[src/rtl/adsr_cmd_decoder.sv]
// Byte-framed command parser feeding the ADSR sawtooth generator.
// Frames are SYNC, CMD, DATA, CHK with CHK = CMD + DATA (mod 256).
module adsr_cmd_decoder #(
    parameter logic [7:0] SYNC_BYTE      = 8'hA5,
    parameter int         TIMEOUT_CYCLES = 100000,
    parameter logic [5:0] FREQ_DEFAULT   = 6'd33
) (
    input  logic       clk,
    input  logic       rst_n,
    input  logic [7:0] rx_data,
    input  logic       rx_valid,
    output logic [7:0] attack_time,
    output logic [7:0] decay_time,
    output logic [7:0] sustain_level,
    output logic [7:0] release_time,
    output logic [5:0] freq_select,
    output logic       note_on,
    output logic       note_off,
    output logic       frame_ok,
    output logic       frame_err,
    output logic       busy
);

    localparam int CW = $clog2(TIMEOUT_CYCLES + 1);
    localparam logic [CW-1:0] TMAX = CW'(TIMEOUT_CYCLES);

    typedef enum logic [2:0] {
        IDLE,
        WAIT_CMD,
        WAIT_DATA,
        WAIT_CHK,
        COMMIT
    } state_t;

    state_t        state_q, state_d;
    logic [CW-1:0] cnt_q, cnt_d;
    logic [7:0]    cmd_q, cmd_d;
    logic [7:0]    data_q, data_d;
    logic [7:0]    attack_q, attack_d;
    logic [7:0]    decay_q, decay_d;
    logic [7:0]    sustain_q, sustain_d;
    logic [7:0]    release_q, release_d;
    logic [5:0]    freq_q, freq_d;
    logic          note_on_q, note_on_d;
    logic          note_off_q, note_off_d;
    logic          ok_q, ok_d;
    logic          err_q, err_d;
    logic          busy_q, busy_d;
    logic [7:0]    chk_exp;
    logic          is_sync;

    always_comb begin
        state_d    = state_q;
        cnt_d      = cnt_q;
        cmd_d      = cmd_q;
        data_d     = data_q;
        attack_d   = attack_q;
        decay_d    = decay_q;
        sustain_d  = sustain_q;
        release_d  = release_q;
        freq_d     = freq_q;
        note_on_d  = 1'b0;
        note_off_d = 1'b0;
        ok_d       = 1'b0;
        err_d      = 1'b0;
        chk_exp    = cmd_q + data_q;
        is_sync    = rx_valid && (rx_data == SYNC_BYTE);

        unique case (state_q)
            IDLE: begin
                cnt_d = '0;
                if (is_sync) state_d = WAIT_CMD;
            end
            WAIT_CMD, WAIT_DATA, WAIT_CHK: begin
                if (rx_valid) begin
                    cnt_d = '0;
                    if (state_q == WAIT_CMD) begin
                        cmd_d   = rx_data;
                        state_d = WAIT_DATA;
                    end else if (state_q == WAIT_DATA) begin
                        data_d  = rx_data;
                        state_d = WAIT_CHK;
                    end else if (rx_data == chk_exp) begin
                        state_d = COMMIT;
                    end else begin
                        err_d   = 1'b1;
                        state_d = IDLE;
                    end
                end else if (cnt_q == TMAX) begin
                    err_d   = 1'b1;
                    cnt_d   = '0;
                    state_d = IDLE;
                end else begin
                    cnt_d = cnt_q + 1'b1;
                end
            end
            COMMIT: begin
                ok_d = 1'b1;
                case (cmd_q)
                    8'h01: attack_d  = data_q;
                    8'h02: decay_d   = data_q;
                    8'h03: sustain_d = data_q;
                    8'h04: release_d = data_q;
                    8'h05: begin
                        if (data_q <= 8'd47) freq_d = data_q[5:0];
                        else begin
                            ok_d  = 1'b0;
                            err_d = 1'b1;
                        end
                    end
                    8'h10: note_on_d  = 1'b1;
                    8'h11: note_off_d = 1'b1;
                    default: begin
                        ok_d  = 1'b0;
                        err_d = 1'b1;
                    end
                endcase
                // A byte landing here is handled as if already back in IDLE
                cnt_d   = '0;
                state_d = is_sync ? WAIT_CMD : IDLE;
            end
            default: state_d = IDLE;
        endcase

        busy_d = (state_d != IDLE);
    end

    always_ff @(posedge clk or negedge rst_n) begin
        if (!rst_n) begin
            state_q    <= IDLE;
            cnt_q      <= '0;
            cmd_q      <= '0;
            data_q     <= '0;
            attack_q   <= '0;
            decay_q    <= '0;
            sustain_q  <= '0;
            release_q  <= '0;
            freq_q     <= FREQ_DEFAULT;
            note_on_q  <= 1'b0;
            note_off_q <= 1'b0;
            ok_q       <= 1'b0;
            err_q      <= 1'b0;
            busy_q     <= 1'b0;
        end else begin
            state_q    <= state_d;
            cnt_q      <= cnt_d;
            cmd_q      <= cmd_d;
            data_q     <= data_d;
            attack_q   <= attack_d;
            decay_q    <= decay_d;
            sustain_q  <= sustain_d;
            release_q  <= release_d;
            freq_q     <= freq_d;
            note_on_q  <= note_on_d;
            note_off_q <= note_off_d;
            ok_q       <= ok_d;
            err_q      <= err_d;
            busy_q     <= busy_d;
        end
    end

    assign attack_time   = attack_q;
    assign decay_time    = decay_q;
    assign sustain_level = sustain_q;
    assign release_time  = release_q;
    assign freq_select   = freq_q;
    assign note_on       = note_on_q;
    assign note_off      = note_off_q;
    assign frame_ok      = ok_q;
    assign frame_err     = err_q;
    assign busy          = busy_q;

endmodule

[config.mk]
export PLATFORM = sky130hd
export DESIGN_NAME = adsr_cmd_decoder
export DESIGN_NICKNAME = d
export VERILOG_FILES = /design/src/rtl/adsr_cmd_decoder.sv
export SDC_FILE = /design/constraint.sdc
export NUM_CORES = 1
export LEC_CHECK = 0
export BUFFER_PORTS_ARGS = -buffer_cell sky130_fd_sc_hd__buf_2
export CORE_MARGIN = 2
export CORE_UTILIZATION = 40
export CTS_BUF_LIST = sky130_fd_sc_hd__clkbuf_8 sky130_fd_sc_hd__clkbuf_16
export CTS_CLUSTER_DIAMETER = 30
export DETAILED_ROUTE_END_ITERATION = 12
export PLACE_DENSITY_LB_ADDON = 0.12
export SETUP_SLACK_MARGIN = 0.05
export SLEW_MARGIN = 10
export SYNTH_ARGS = -nofsm -noshare
export SYNTH_HDL_FRONTEND = slang
export SYNTH_SLANG_ARGS = --single-unit
[constraint.sdc]
create_clock -name clk -period 4.6 [get_ports clk]
set_clock_uncertainty 0.15 [all_clocks]
set_input_delay 0.46 -clock clk [delete_from_list [all_inputs] [get_ports clk]]
set_output_delay 0.46 -clock clk [all_outputs]
set_load 0.02 [all_outputs]
==> metrics.md, run 1 <==
| Metric | Value |
|---|---|
| CP Class | reg2reg |
| Yosys Warn Count | 0 |
| Full die area | about 0.010 mm^2 |
| Synth cell types | 48 |
| Htree depth | 3 |
| Layout cells sized above 1 | 0.352 |
| Clock-pin transition on the worst setup and hold timing paths | approximately 0.08 ns |
| Reg power frac | 0.431 |
| FMAX | about 360 MHz |
| HP Class | in2async |
| Sw Share | 0.375 |
| Post-synthesis sequential area ratio | 0.518 |
| Post-Synthesis Cells | approximately 320 |
| Buf/Inv on CP | 0 |
| CP top delay family | compound AO/OA/AOI/OAI gates |
| M3 GR Usage | 0.0462 |
| Worst skew pair latency | 0.35 ns |
| Post-synth top cells | 77 x dfrtp_1, 54 x mux2_2, 25 x o21ai_0 |
| Nets | 397 |
| Max_slew headroom | 0.305 |
| Hold_buf cts | 0 |
| CP Capture Type | flop |
| Residual DRC | 0 |
| WL/cell | between 15 and 20 um |
| Post-route ant nets | 0 |
| Final cycle utilization of the critical path | 0.601 |
| # resized after CTS | 0 |
| Via count | 2682 |
| Routability cong. | 0.856 |
| Crit path max-delay cell type | or4_4 |
| Switching power | roughly 850 uW |
| Critical Path Max Stage Delay | between 0.5 and 0.6 ns |
| Final hold vios | 0 |
| N_diodes | 0 |
| Setup violations, final | 0 |
| TritonCTS clock tree | done |
| Asr flop ratio synth | 1.00 |
| Initial antenna violation count | 0 |
| Number of synthesized flops with an enable pin | 0 |
| Number of cell rows | 35 |
| Port Buffer Count | 53 |
| HPWL after DPL | 5820 um |
| Global-route wire length before repair | roughly 14000 um |
| Clock net sink count | 79 |
| Root buffer cell | clkbuf_8 |
| CP startpoint kind | flop |
| PD cells | ~500 mW/mm^2 |
| Largest net degree at the start of global routing | 80 |
| Worst path cell trace | ha_1 -> fa_1 -> a211oi_2 -> o21bai_1 -> a21oi_2 -> xnor2_1 -> or4_4 -> a41o_1 |
| Least-Margin Pin Slew | 1.04 ns |
| Crit path time final | between 2 and 3 ns |
| Synth top area share | 0.504 |
| Met1 Usage GRT | 0.240 |
| Hold WS | approximately 0.12 ns |
| Worst vdd ir | 0.197 mV |
| Area leader, netlist | dfrtp_1 |
| Crit-path max FO | 7 |
| Inserted Clock Buffers | 9 |
| Top_reg_cell synth | dfrtp_1 |
| P&R area growth vs syn | 15.4% |
| Busiest grt layer | met2 |
| Critical Path AT | 2.84 ns |
| Cell area after synthesis | 0.00382 mm^2 |
| Synth Register Bits | 79 |
| Syn Area/Cell | approximately 12 um^2 |
| Die W | a little over 100 um |
| Longest Clk Path Bufs | 2 |
| Lkg Pwr | between 0.002 and 0.0025 uW |
| Status | finished, final reports clean |
| Combinational share of power | 0.331 |
| Syn_nets | ~340 |
| Synth top area cells | dfrtp_1 50%, mux2_2 16%, xnor2_1 3.4% |
| Setup TNS | 0 ns |
| Count leader, synth | dfrtp_1 |
| Die height | about 100 um |
| Post-Route WL | roughly 8600 um |
| Vias in the first global route | roughly 2700 |
| Routing usage on met2 | 0.291 |
| Grt ovf | 0 |
| Slew Viols, Final | 0 |
| Initial Utilization | 0.414 |
| Initial DRC Count | approximately 100 |
| Clk pwr share | 0.238 |
| Core Region | between 0.009 and 0.01 mm^2 |
| GRT Util Overall | 0.180 |
| Final Power | 2270 uW |
| Setup bufs post-CTS | 0 |
| Worst Path Required | 4.68 ns |
| Max-cap viol count | 0 |
| Vias per inst | 5.26 |
| Internal cell power | about 1400 uW |
| RSZ-0062 raised after global routing | no |
| DRT Pass-1 Iters | 4 |
| I/O Pins | 54 |
registers in the layout, summed over array words and instances, names as in the netlist, 3 cells and up:
| register | cells |
|---|---|
| release_time | 8 |
| decay_time | 8 |
| freq_select | 6 |
| cmd_q | 8 |
| cnt_q | 17 |
| sustain_level | 8 |
| state_q | 3 |
| attack_time | 8 |
| data_q | 8 |
logic make-up after synthesis:
logic type | count (synthesis) | synth area share
compound gates | 52 | 0.0845
xor+xnor | 21 | 0.0481
fa+ha+maj | 10 | 0.0347
buf+inv | 15 | 0.0167
flops | 79 | 0.518
mux | 54 | 0.159
simple gates | 91 | 0.139
per-stage QoR:
step / instances / setup slack [ns] / area, um^2 / util
after floorplan: 322 / 1.95 / 3820 / -
after global placement: 494 / 1.86 / 4210 / 0.455
after detailed placement: 494 / 1.85 / 4210 / 0.455
after CTS: 510 / 1.83 / 4410 / 0.477
after global routing: 510 / 1.65 / 4410 / 0.477
final: 510 / 1.84 / 4410 / 0.477
cell usage in the layout (no fill, tap or decap), drive strengths merged, types with 2 or more instances in the layout:
master,instances
dfrtp,77
mux2,54
buf,53
o21ai,25
nor2,22
nand2,17
xnor2,15
nand3,12
and3,10
a21oi,10
ha,9
clkbuf,9
inv,8
nand4,6
xor2,6
nor4bb,4
nor2b,3
nand2b,3
o31ai,3
o21bai,2
nand4b,2
a21o,2
a211o,2
o41ai,2
clkinvlp,2
dfstp,2
nor4b,2
nand3b,2
a211oi,2
nor3,2
final timing paths:
check / start / endpoint / slack, ns / cells past startpoint
max in group asynchronous: rst_n / cnt_q[10] / 3.53 / 1
hold / removal: rst_n / busy / 0.12 / 1
hold reg to reg: decay_time[4] / decay_time[4] / 0.36 / 1
min in group clk: rx_data[7] / cmd_q[7] / 0.27 / 2
setup / recovery: cmd_q[0] / frame_err / 1.84 / 8
setup reg to reg: cmd_q[0] / frame_err / 1.84 / 8
layer usage:
layer	vias up	part of all wire
met5	-	0
met4	0	0.0069
met3	4	0.043
met2	49	0.49
met1	1349	0.46
li1	1280	-
layout make-up:
type	instances	area (um^2)
sequential	79	1980
tap	129	161
clock buffer	9	124
multi-input combinational	228	1780
clock inverter	7	78.8
inverter	5	18.8
timing repair buffer	53	268
fill	873	4830
worst reg2reg max path: cells and delay by family (launching register included):
kind            cells  cell delay, ns
compound gates      4            0.75
fa+ha+maj           2            0.67
simple gates        1            0.54
flops               1            0.47
xor+xnor            1            0.08
power groups by stage:
stage / Sequential [uW] / Clock [uW] / Combinational (uW)
3_5_place_dp: 995 / 0 / 755
4_1_cts: 980 / 555 / 758
6_report: 978 / 539 / 749
2_1_floorplan: 908 / 0 / 645
5_1_grt: 1000 / 585 / 845
3_3_place_gp: 991 / 0 / 748
(Power assumes the default switching activity.)
==> inputs of run 2 (changes only) <==
--- a/config.mk
+++ b/config.mk
@@ -5,6 +5,7 @@
 export SDC_FILE = /design/constraint.sdc
 export NUM_CORES = 1
 export LEC_CHECK = 0
+export ABC_AREA = 1
 export BUFFER_PORTS_ARGS = -buffer_cell sky130_fd_sc_hd__buf_2
 export CORE_MARGIN = 2
 export CORE_UTILIZATION = 40
==> constraint.sdc (replaced) <==
create_clock -name clk -period 2.3 [get_ports clk]
set_clock_uncertainty 0.15 [all_clocks]
set_input_delay 0.23 -clock clk [delete_from_list [all_inputs] [get_ports clk]]
set_output_delay 0.23 -clock clk [all_outputs]
set_load 0.02 [all_outputs]
==> run 2 against run 1 <==
Compared with the run above: core utilization increased by 0.52 points; combinational power decreased by 56%; sequential power increased by 47%; total power increased by 30%; final cell count increased by 35%; non-clock buffer count increased by 9; critical path depth increased by 4; cell area increased by 6.4%; routed wire length increased by 10%; critical endpoint is now busy; largest power group unchanged; area after synthesis increased by 4.4%; via count increased by 22%; largest cell class unchanged; synthesized cell count increased by 51%.
==> metrics.md, run 2 <==
| Metric | Value |
|---|---|
| HPWL after DPL | 6940 um |
| Switching power | 802 uW |
| Biggest register | cnt_q |
| Synth top area share | 0.483 |
| Syn Area/Cell | 8.21 um^2 |
| Root buffer cell | clkbuf_8 |
| Crit path time final | between 2 and 2.5 ns |
| Flop-to-flop setup slack | 0.20 ns |
| Filler-free cell count of the finished design | 688 |
| Via count | around 3300 |
| Least-Margin Pin Slew | between 0.5 and 0.6 ns |
| Area leader, netlist | dfrtp_1 |
| Worst vdd ir | roughly 0.46 mV |
| Top_reg_cell synth | dfrtp_1 |
| Combinational share of power | 0.113 |
| Post-Synthesis Cells | between 400 and 500 |
| Port Buffer Count | 53 |
| Post-layout util | 0.482 |
| Internal cell power | 2150 uW |
| Nets | about 570 |
| Min-Delay Path Depth | 3 |
| Core Region | between 0.009 and 0.01 mm^2 |
| Initial DRC Count | about 120 |
| Synth cell types | 35 |
| WL/cell | ~14 um |
| Final cycle utilization of the critical path | 0.914 |
| Cell area after synthesis | around 0.0040 mm^2 |
| Syn_nets | ~500 |
| Largest net degree at the start of global routing | 48 |
| GRT Util Overall | 0.184 |
| Final hold vios | 0 |
| Post-Route WL | between 9000 and 10000 um |
| Max FFs per register | 17 |
| Initial Utilization | 0.410 |
| Reg power frac | 0.486 |
| Clk pwr share | 0.401 |
| Asr flop ratio synth | 1.00 |
| Status | finished, final reports clean |
| Placed insts | roughly 670 |
| Worst Path Required | 2.44 ns |
| Crit-path max FO | 4 |
| Slew Viols, Final | 0 |
| Commonest non-fill, non-tap cell in the layout | nand2_1 |
| CP startpoint kind | flop |
| Count leader, synth | nand2_1 |
| HP Class | in2reg |
| Clock-pin transition on the worst setup and hold timing paths | approximately 0.090 ns |
| Reg2Reg Launch Point | data_q[0] |
| Inserted Clock Buffers | 9 |
| Routability cong. | between 0.8 and 0.9 |
| Vias per inst | ~4.8 |
| Post-synth top cells | 135 x nand2_1, 77 x dfrtp_1, 70 x inv_1 |
| Setup TNS | 0 ns |
| Min-delay src | rx_data[5] |
| Number of cell rows | 36 |
| Clock net sink count | 79 |
| Number of synthesized flops with an enable pin | 0 |
| Htree depth | 3 |
| Synth Register Bits | 79 |
| Grt ovf | 0 |
| Synth top area cells | dfrtp_1 48%, nand2_1 13%, inv_1 6.6% |
| DRT Pass-1 Iters | 5 |
| Initial antenna violation count | 0 |
| Final instance area | approximately 0.0047 mm^2 |
| Post-route ant nets | 0 |
| RSZ-0062 raised after global routing | no |
| I/O Pins | 54 |
| Die W | 104 um |
| CP Class | reg2reg |
| CP Capture Type | flop |
| P&R area growth vs syn | 17.6% |
| Lkg Pwr | 0.00245 uW |
| Placed instance area | between 0.004 and 0.005 mm^2 |
| Post-synthesis sequential area ratio | 0.496 |
| Min-Delay Endpoint | data_q[5] |
| Yosys Warn Count | 0 |
| Register-to-Register Path Depth | 12 |
| TritonCTS clock tree | done |
| Max-cap viol count | 0 |
| Sw Share | 0.271 |
| Die height | 104 um |
| N_diodes | 0 |
| Critical Path AT | 2.25 ns |
| Crit Reg-Reg Endpoint | busy |
| Residual DRC | 0 |
| Longest Clk Path Bufs | 2 |
| Setup violations, final | 0 |
| Layout cells sized above 1 | 0.180 |
| Worst skew pair latency | 0.35 ns |
| FMAX | approximately 480 MHz |
| Full die area | about 0.011 mm^2 |
| Global-route wire length before repair | between 15000 and 20000 um |
| Max_slew headroom | 0.654 |
| Vias in the first global route | ~3200 |
| PD cells | around 630 mW/mm^2 |
| Setup bufs post-CTS | 0 |
| Commonest non-fill, non-tap cells in the layout | 135 x nand2_1, 77 x dfrtp_1, 70 x inv_1, 52 x buf_2, 49 x o21ai_0 |
==> run 2: cell types whose count changed after synthesis, moves of 9 or more <==
cell / change
xnor2_1: -12
o22ai_1: +9
inv_1: +65
and3_1: -10
o21ai_0: +24
nand3_1: +17
mux2_2: -53
nand2_1: +118
==> run 2: cell type report <==
cell class	instances	area [um^2]
Tap cell	133	166
Timing Repair Buffer	62	360
Sequential cell	79	1980
Multi-Input combinational cell	326	1690
Inverter	72	270
Clock inverter	7	103
Fill cell	989	5040
Clock buffer	9	124
==> run 2: kinds of logic (layout without fill, tap and decap cells) <==
logic type / after synthesis / in the layout / synth area share
and+or+nand+nor: 219 / 219 / 0.244
xor gates and xnor gates: 11 / 11 / 0.0241
DFF: 79 / 79 / 0.496
AOI/OAI and AO/OA: 85 / 85 / 0.118
adders and majority gates: 10 / 10 / 0.0332
muxes: 1 / 1 / 0.00282
buffers and inverters: 81 / 150 / 0.0818
==> run 2: power by group through the flow <==
stage / registers (uW) / logic [uW] / clock network, uW
global placement: 1460 / 323 / 0
detailed placement: 1460 / 327 / 0
finish: 1440 / 333 / 1190
global route: 1440 / 388 / 1280
floorplan: 1460 / 220 / 0
CTS: 1440 / 336 / 1230
==> run 2: repair_timing <==
action,in CTS,in global routing
endpoints found under the hold margin,36,0
hold buffers,5,0
setup endpoints to repair,0,3
gates resized for setup,0,2
==> run 2: worst max path at each step <==
stage	start	end	slack, ns	depth (start not counted)
final	data_q[0]	busy	0.20	12
after global routing	data_q[0]	busy	0.06	13
after CTS	data_q[0]	busy	0.1	12
after detailed placement	data_q[0]	busy	0.13	12
after global placement	data_q[0]	busy	0.15	12
after floorplan	cmd_q[0]	busy	0.23	12
==> run 2: routing by layer <==
metal | vias to the layer above | routed length [um] | track usage
li1 | 1691 | - | -
met1 | 1529 | 4350 | 0.232
met5 | - | 0 | 0
met3 | 6 | 331 | 0.0495
met2 | 58 | 4690 | 0.317
met4 | 0 | 78 | 0.0434
==> run 2: per-stage QoR <==
step           total power [uW]  setup WS (ns)  hold slack [ns]
2_1_floorplan              1680          0.227           -0.216
3_3_place_gp               1790          0.147           0.0624
3_5_place_dp               1790          0.125           0.0627
4_1_cts                    3000         0.0978         0.000827
5_1_grt                    3100         0.0592           0.0125
6_report                   2950          0.197           0.0103
==> run 2: worst max-delay path, stage by stage, from the launching register on <==
cell and delay, ns:
dfrtp_1 0.41, ha_2 0.21, fa_1 0.45, xor2_1 0.15, nor2_1 0.08, nand2_1 0.06, nor2_1 0.09, nand2_1 0.07
nor2_2 0.11, nand3_1 0.08, nand2_1 0.07, nand2_1 0.06, nand2_1 0.05
